<file path="config.mk">
export PLATFORM = sky130hd
export DESIGN_NAME = hdmi_island_scheduler
export DESIGN_NICKNAME = d
export VERILOG_FILES = /design/src/rtl/hdmi_pkg.sv /design/src/rtl/hdmi_pkt_arbiter.sv /design/src/rtl/hdmi_island_scheduler.sv
export SDC_FILE = /design/constraint.sdc
export NUM_CORES = 1
export LEC_CHECK = 0
export ABC_CLOCK_PERIOD_IN_PS = 4200
export BUFFER_PORTS_ARGS = -buffer_cell sky130_fd_sc_hd__buf_2
export CAP_MARGIN = 25
export CORE_MARGIN = 4
export CORE_UTILIZATION = 56
export CTS_BUF_LIST = sky130_fd_sc_hd__clkbuf_16
export CTS_CLUSTER_DIAMETER = 200
export DETAILED_ROUTE_END_ITERATION = 12
export GPL_ROUTABILITY_DRIVEN = 0
export PLACE_DENSITY_LB_ADDON = 0.08
export SLEW_MARGIN = 20
export SYNTH_ARGS = -nofsm -noshare
export SYNTH_HDL_FRONTEND = slang
export SYNTH_SLANG_ARGS = --single-unit
</file>
<file path="constraint.sdc">
create_clock -name pixclk -period 4.2 [get_ports pixclk]
set_input_delay 0.21 -clock pixclk [delete_from_list [all_inputs] [get_ports pixclk]]
set_output_delay 0.21 -clock pixclk [all_outputs]
set_load 0.05 [all_outputs]
</file>
<file path="src/rtl/hdmi_pkg.sv">
// Shared definitions for the HDMI blanking-period scheduler: phase lengths,
// CTL preamble codes, island owner encoding, state enums and phase helpers.
package hdmi_pkg;

  localparam int D_PRE_LEN   = 8;
  localparam int D_GB_LEN    = 2;
  localparam int D_PKT_LEN   = 32;
  localparam int D_TRAIL_LEN = 2;
  localparam int V_PRE_LEN   = 8;
  localparam int V_GB_LEN    = 2;
  localparam int ISLAND_LEN  = D_PRE_LEN + D_GB_LEN + D_PKT_LEN + D_TRAIL_LEN;

  localparam logic [3:0] CTL_DATA_PRE = 4'b0101;
  localparam logic [3:0] CTL_VID_PRE  = 4'b0001;

  localparam logic [1:0] GRANT_NULL = 2'd0;
  localparam logic [1:0] GRANT_AUD  = 2'd1;
  localparam logic [1:0] GRANT_AVI  = 2'd2;

  typedef enum logic [2:0] {
    DS_IDLE,
    DS_PRE,
    DS_GB_LEAD,
    DS_PKT,
    DS_GB_TRAIL
  } data_state_e;

  typedef enum logic [1:0] {
    VS_IDLE,
    VS_PRE,
    VS_GB
  } vid_state_e;

  // Last counter value of each island phase (phase length - 1).
  function automatic logic [4:0] phase_last(input data_state_e s);
    case (s)
      DS_PRE:      return 5'(D_PRE_LEN - 1);
      DS_GB_LEAD:  return 5'(D_GB_LEN - 1);
      DS_PKT:      return 5'(D_PKT_LEN - 1);
      DS_GB_TRAIL: return 5'(D_TRAIL_LEN - 1);
      default:     return 5'd0;
    endcase
  endfunction

  function automatic data_state_e phase_next(input data_state_e s);
    case (s)
      DS_PRE:     return DS_GB_LEAD;
      DS_GB_LEAD: return DS_PKT;
      DS_PKT:     return DS_GB_TRAIL;
      default:    return DS_IDLE;
    endcase
  endfunction

endpackage

</file>
<file path="src/rtl/hdmi_pkt_arbiter.sv">
// Fixed-priority packet source selection at the island trigger.
// Ports:
//   trigger  in   island trigger (counter_x match while the island FSM is idle)
//   avi_req  in   AVI InfoFrame request level (highest priority)
//   aud_req  in   audio packet request level
//   fire     out  an island starts this cycle
//   grant    out  owner for the island about to start (null/audio/AVI)
//   avi_ack  out  AVI source wins this trigger
//   aud_ack  out  audio source wins this trigger
module hdmi_pkt_arbiter
  import hdmi_pkg::*;
#(
  parameter int ALWAYS_ISLAND = 1
) (
  input  logic       trigger,
  input  logic       avi_req,
  input  logic       aud_req,
  output logic       fire,
  output logic [1:0] grant,
  output logic       avi_ack,
  output logic       aud_ack
);

  always_comb begin
    grant = GRANT_NULL;
    if (avi_req) begin
      grant = GRANT_AVI;
    end else if (aud_req) begin
      grant = GRANT_AUD;
    end
    // Without a pending request the island is only sent as a null packet
    // when ALWAYS_ISLAND is set.
    fire    = trigger && (avi_req || aud_req || (ALWAYS_ISLAND != 0));
    avi_ack = fire && avi_req;
    aud_ack = fire && !avi_req && aud_req;
  end

endmodule

</file>
<file path="src/rtl/hdmi_island_scheduler.sv">
// HDMI horizontal-blanking scheduler: data-island sequencing (preamble, guard
// bands, 32-word packet) and video preamble/guard band ahead of active lines.
// Ports:
//   pixclk, reset           pixel clock, asynchronous active-high reset
//   counter_x, counter_y    current pixel column / line
//   avi_req, aud_req        packet source request levels
//   avi_ack, aud_ack        one-cycle grant pulses
//   grant_sel               island owner (0 null, 1 audio, 2 AVI)
//   ctl                     CTL3..CTL0 during preambles
//   terc_data, data_gb      TERC4 period / island guard band
//   video_gb                video guard band
//   pkt_valid, pkt_first, pkt_word   packet word strobes and index
module hdmi_island_scheduler
  import hdmi_pkg::*;
#(
  parameter int DISPLAY_WIDTH  = 640,
  parameter int DISPLAY_HEIGHT = 480,
  parameter int FULL_WIDTH     = 768,
  parameter int FULL_HEIGHT    = 528,
  parameter int DATA_START     = 660,
  parameter int ALWAYS_ISLAND  = 1
) (
  input  logic       pixclk,
  input  logic       reset,
  input  logic [9:0] counter_x,
  input  logic [9:0] counter_y,
  input  logic       avi_req,
  input  logic       aud_req,
  output logic       avi_ack,
  output logic       aud_ack,
  output logic [1:0] grant_sel,
  output logic [3:0] ctl,
  output logic       terc_data,
  output logic       data_gb,
  output logic       video_gb,
  output logic       pkt_valid,
  output logic       pkt_first,
  output logic [4:0] pkt_word
);

  if ((DATA_START < DISPLAY_WIDTH + 12) ||
      (DATA_START + ISLAND_LEN > FULL_WIDTH - 10)) begin : g_param_check
    $error("hdmi_island_scheduler: island overlaps active video or video preamble");
  end

  localparam logic [9:0] X_DATA  = 10'(DATA_START);
  localparam logic [9:0] X_VIDEO = 10'(FULL_WIDTH - 10);
  localparam logic [9:0] Y_LAST  = 10'(FULL_HEIGHT - 1);
  localparam logic [9:0] Y_ACT   = 10'(DISPLAY_HEIGHT);

  data_state_e ds_q, ds_d;
  vid_state_e  vs_q, vs_d;
  logic [4:0]  dcnt_q, dcnt_d;
  logic [2:0]  vcnt_q, vcnt_d;
  logic [1:0]  grant_q, grant_d;
  logic        avi_ack_q, avi_ack_d, aud_ack_q, aud_ack_d;
  logic [3:0]  ctl_q, ctl_d;
  logic        terc_q, terc_d, dgb_q, dgb_d, vgb_q, vgb_d;
  logic        pv_q, pv_d, pf_q, pf_d;
  logic [4:0]  pw_q, pw_d;

  logic       arb_fire, arb_avi_ack, arb_aud_ack;
  logic [1:0] arb_grant;
  logic [9:0] next_y;
  logic       vid_trig;

  hdmi_pkt_arbiter #(
    .ALWAYS_ISLAND(ALWAYS_ISLAND)
  ) u_arb (
    .trigger (ds_q == DS_IDLE && counter_x == X_DATA),
    .avi_req (avi_req),
    .aud_req (aud_req),
    .fire    (arb_fire),
    .grant   (arb_grant),
    .avi_ack (arb_avi_ack),
    .aud_ack (arb_aud_ack)
  );

  // Video preamble precedes a line only if the following line is active.
  always_comb begin
    next_y   = (counter_y == Y_LAST) ? 10'd0 : counter_y + 10'd1;
    vid_trig = (counter_x == X_VIDEO) && (next_y < Y_ACT);
  end

  // Island sequencer: fixed phase lengths, immune to counter_x jumps.
  always_comb begin
    ds_d      = ds_q;
    dcnt_d    = dcnt_q;
    grant_d   = grant_q;
    avi_ack_d = 1'b0;
    aud_ack_d = 1'b0;
    if (ds_q == DS_IDLE) begin
      if (arb_fire) begin
        ds_d      = DS_PRE;
        dcnt_d    = 5'd0;
        grant_d   = arb_grant;
        avi_ack_d = arb_avi_ack;
        aud_ack_d = arb_aud_ack;
      end
    end else if (dcnt_q == phase_last(ds_q)) begin
      ds_d   = phase_next(ds_q);
      dcnt_d = 5'd0;
    end else begin
      dcnt_d = dcnt_q + 5'd1;
    end
  end

  always_comb begin
    vs_d   = vs_q;
    vcnt_d = vcnt_q;
    case (vs_q)
      VS_IDLE: if (vid_trig) begin
        vs_d   = VS_PRE;
        vcnt_d = 3'd0;
      end
      VS_PRE: if (vcnt_q == 3'(V_PRE_LEN - 1)) begin
        vs_d   = VS_GB;
        vcnt_d = 3'd0;
      end else begin
        vcnt_d = vcnt_q + 3'd1;
      end
      VS_GB: if (vcnt_q == 3'(V_GB_LEN - 1)) begin
        vs_d   = VS_IDLE;
        vcnt_d = 3'd0;
      end else begin
        vcnt_d = vcnt_q + 3'd1;
      end
      default: begin
        vs_d   = VS_IDLE;
        vcnt_d = 3'd0;
      end
    endcase
  end

  // Outputs are decoded from the next state so they appear registered,
  // one pixclk after the trigger column is sampled.
  always_comb begin
    ctl_d  = 4'b0000;
    terc_d = 1'b0;
    dgb_d  = 1'b0;
    vgb_d  = 1'b0;
    pv_d   = 1'b0;
    pf_d   = 1'b0;
    pw_d   = 5'd0;
    case (ds_d)
      DS_PRE: ctl_d = CTL_DATA_PRE;
      DS_GB_LEAD, DS_GB_TRAIL: begin
        terc_d = 1'b1;
        dgb_d  = 1'b1;
      end
      DS_PKT: begin
        terc_d = 1'b1;
        pv_d   = 1'b1;
        pf_d   = (dcnt_d == 5'd0);
        pw_d   = dcnt_d;
      end
      default: ;
    endcase
    if (vs_d == VS_PRE) ctl_d = CTL_VID_PRE;
    if (vs_d == VS_GB) vgb_d = 1'b1;
  end

  always_ff @(posedge pixclk or posedge reset) begin
    if (reset) begin
      ds_q      <= DS_IDLE;
      vs_q      <= VS_IDLE;
      dcnt_q    <= 5'd0;
      vcnt_q    <= 3'd0;
      grant_q   <= GRANT_NULL;
      avi_ack_q <= 1'b0;
      aud_ack_q <= 1'b0;
      ctl_q     <= 4'b0000;
      terc_q    <= 1'b0;
      dgb_q     <= 1'b0;
      vgb_q     <= 1'b0;
      pv_q      <= 1'b0;
      pf_q      <= 1'b0;
      pw_q      <= 5'd0;
    end else begin
      ds_q      <= ds_d;
      vs_q      <= vs_d;
      dcnt_q    <= dcnt_d;
      vcnt_q    <= vcnt_d;
      grant_q   <= grant_d;
      avi_ack_q <= avi_ack_d;
      aud_ack_q <= aud_ack_d;
      ctl_q     <= ctl_d;
      terc_q    <= terc_d;
      dgb_q     <= dgb_d;
      vgb_q     <= vgb_d;
      pv_q      <= pv_d;
      pf_q      <= pf_d;
      pw_q      <= pw_d;
    end
  end

  assign avi_ack   = avi_ack_q;
  assign aud_ack   = aud_ack_q;
  assign grant_sel = grant_q;
  assign ctl       = ctl_q;
  assign terc_data = terc_q;
  assign data_gb   = dgb_q;
  assign video_gb  = vgb_q;
  assign pkt_valid = pv_q;
  assign pkt_first = pf_q;
  assign pkt_word  = pw_q;

endmodule

</file>
==> out/metrics.yaml <==
dp_hpwl_um: 2468
status: "finished clean"
cts_root_buf: "clkbuf_16"
grt_pass1_vias: 1283
clkTransAtPathRegs_ns: 0.04
p_leak_nw: 1.002
dieArea_um2: 3746
antenna_cells: 0
htree_num_levels: 2
finalSetupViolCount: 0
ys_async_sr_fraction: 1.000
layout_commonest_cell: "buf_2"
cts_sinks: 29
antenna_found_initial: 0
maxCapViolations: 0
nets: 234
fmax_mhz: 464.7
critical_path_arrival_ns: 2.32
reg2reg_from: "ds_q[2]"
syn_avg_cell_area_um2: 9.846
wirelength_um: 3208
grt_first_pass_wirelength_um: 5340
wire_per_inst_um: 13.83
synth_flop_cell: "dfrtp_1"
regToRegEndpoint: "pkt_first"
critPathCaptureType: "register"
drt_iter0_markers: 62
critPathMaxFanout: 12
cts_tree: "done"
ys_warn_count: 0
synth_area_um2: 1585
cts-buffers-inserted: 5
layout_common_cells: "buf_2, dfrtp_1, nand2_1, nand3_1, nor2_1"
holdCritPathClass: "primary input to async pin"
ctsHoldBuffers: 0
cp-start-kind: "register"
worst_pin_slew_ns: 0.5826
crit_type: "register to register"
crit_slowest_cell: "dfrtp_1"
power_mw: 0.6236
hold_ws_ns: 0.007122
drcViolationCount: 0
num_vias: 1336
drt-pass1-iter-count: 4
coreArea_um2: 2734
ant_nets: 0
ioPinCount: 42
cts_resized: 0
cpPeakStageDelay_ns: 0.56
worst-r2r-setup-slack_ns: 2.05
power.density_nw_per_um2: 327.3
cts_max_path_buffers: 2
viasPerCell: 5.759
grt_max_degree: 30
die_h_um: 61.21
drive_gt1_frac: 0.2886
grt_usage: 0.1954
peakVddDrop_v: 0.0003676
postSynthCellCount: 161
r2r_cells: 6
die_w_um: 61.21
rows: 19
start_util: 0.5799
clock_latency_ns: 0.27
synth_edf_count: 0
maxSlewViolCount: 0
grt_overflow: 0
ys_ff_latch: 29
finalCriticalPeriod_ns: 2.152
relSlewSlack: 0.6111
path_cells: "nand3b_1 > mux2i_2 > and3_1 > a21oi_1 > nand4b_1 > nor4_2"
required_ns: 4.37
ys_types: 46
synth_seq_area_share: 0.4578
port_buffers: 39
finalHoldViolCount: 0
finalSetupTns_ns: 0
post_cts_buffers: 0
rsz0062_at_grt: "false"
areaGrowthSynthToFinish_pct: 20.21
fin_crit_sh: 0.5124
fin_skew_ns: 0.004445
==> through the flow <==
step                      setup WS, ns    util  instance area, um^2  cells
after global routing             1.898  0.6970                 1906    232
after detailed placement         2.107  0.6494                 1775    226
after CTS                        2.085  0.6970                 1906    232
after floorplan                  2.420       -                 1589    162
after global placement           2.204  0.6494                 1775    226
final                            2.048  0.6970                 1906    232
==> logic make-up (layout without fill, tap and decap cells) <==
| group | count (synthesis) | after routing | synth area share |
|---|---|---|---|
| simple gates | 67 | 67 | 0.2376 |
| other cells | 1 | 2 | 0.002366 |
| xor+xnor | 4 | 4 | 0.02210 |
| fa+ha+maj | 8 | 8 | 0.06314 |
| mux | 5 | 5 | 0.03867 |
| compound gates | 31 | 31 | 0.1247 |
| flops | 29 | 29 | 0.4578 |
| buf+inv | 16 | 55 | 0.05367 |
==> registers in the layout (all words and copies together), names as in the netlist <==
| signal | cells |
|---|---|
| dcnt_q | 5 |
| pkt_first | 1 |
| terc_data | 1 |
| grant_sel | 2 |
| avi_ack | 1 |
| vs_q | 2 |
| data_gb | 1 |
| aud_ack | 1 |
| ctl | 2 |
| video_gb | 1 |
| vcnt_q | 3 |
| ds_q | 3 |
| pkt_valid | 1 |
| pkt_word | 5 |
==> cell type report <==
class	count	area, um^2
inverter	10	37.54
fill	218	828.3
tap	31	38.79
clock buffer	5	125.1
timing repair buffer	39	195.2
multi-input combinational	117	778.2
clock inverter	1	5.005
sequential	29	725.7
==> report_power, final <==
| group | leakage (nW) | internal (mW) | switching [mW] |
|---|---|---|---|
| clock | 0.0655 | 0.209 | 0.103 |
| combinational | 0.532 | 0.0116 | 0.0186 |
| sequential | 0.405 | 0.281 | 0.000320 |
| total | 1.00 | 0.502 | 0.122 |
==> synthesized netlist by cell type (all sizes together), types with 3 or more instances <==
master	instances	area share
nor2	11	0.026
mux2	3	0.021
nand3b	3	0.014
a21oi	9	0.028
nand3	11	0.035
ha	8	0.063
or2	3	0.012
inv	10	0.024
nand2	13	0.031
and2	3	0.013
nor3	4	0.016
nand4	5	0.024
o21ai	8	0.025
xnor2	4	0.022
buf	6	0.030
dfrtp	29	0.46
==> worst max path at each step <==
| stage | startpoint | to |
|---|---|---|
| after floorplan | vs_q[0] | ctl[2] |
| after global placement | ds_q[2] | pkt_first |
| after detailed placement | ds_q[2] | pkt_first |
| after CTS | ds_q[2] | pkt_first |
| after global routing | ds_q[2] | pkt_first |
| final | ds_q[2] | pkt_first |
==> critical path, delay by kind of cell, from the launching register on <==
kind | cells | cell delay (ns)
compound gates | 1 | 0.22
flops | 1 | 0.56
mux | 1 | 0.30
simple gates | 4 | 0.97
==> layer usage <==
metal	wire length, um	global-route usage	share of wire
met1	1369	0.2357	0.43
met2	1497	0.3172	0.47
met3	296	0.07757	0.092
met4	45	0.06811	0.014
met5	0	0	0
Note: power is estimated with default switching activity, not from simulation.
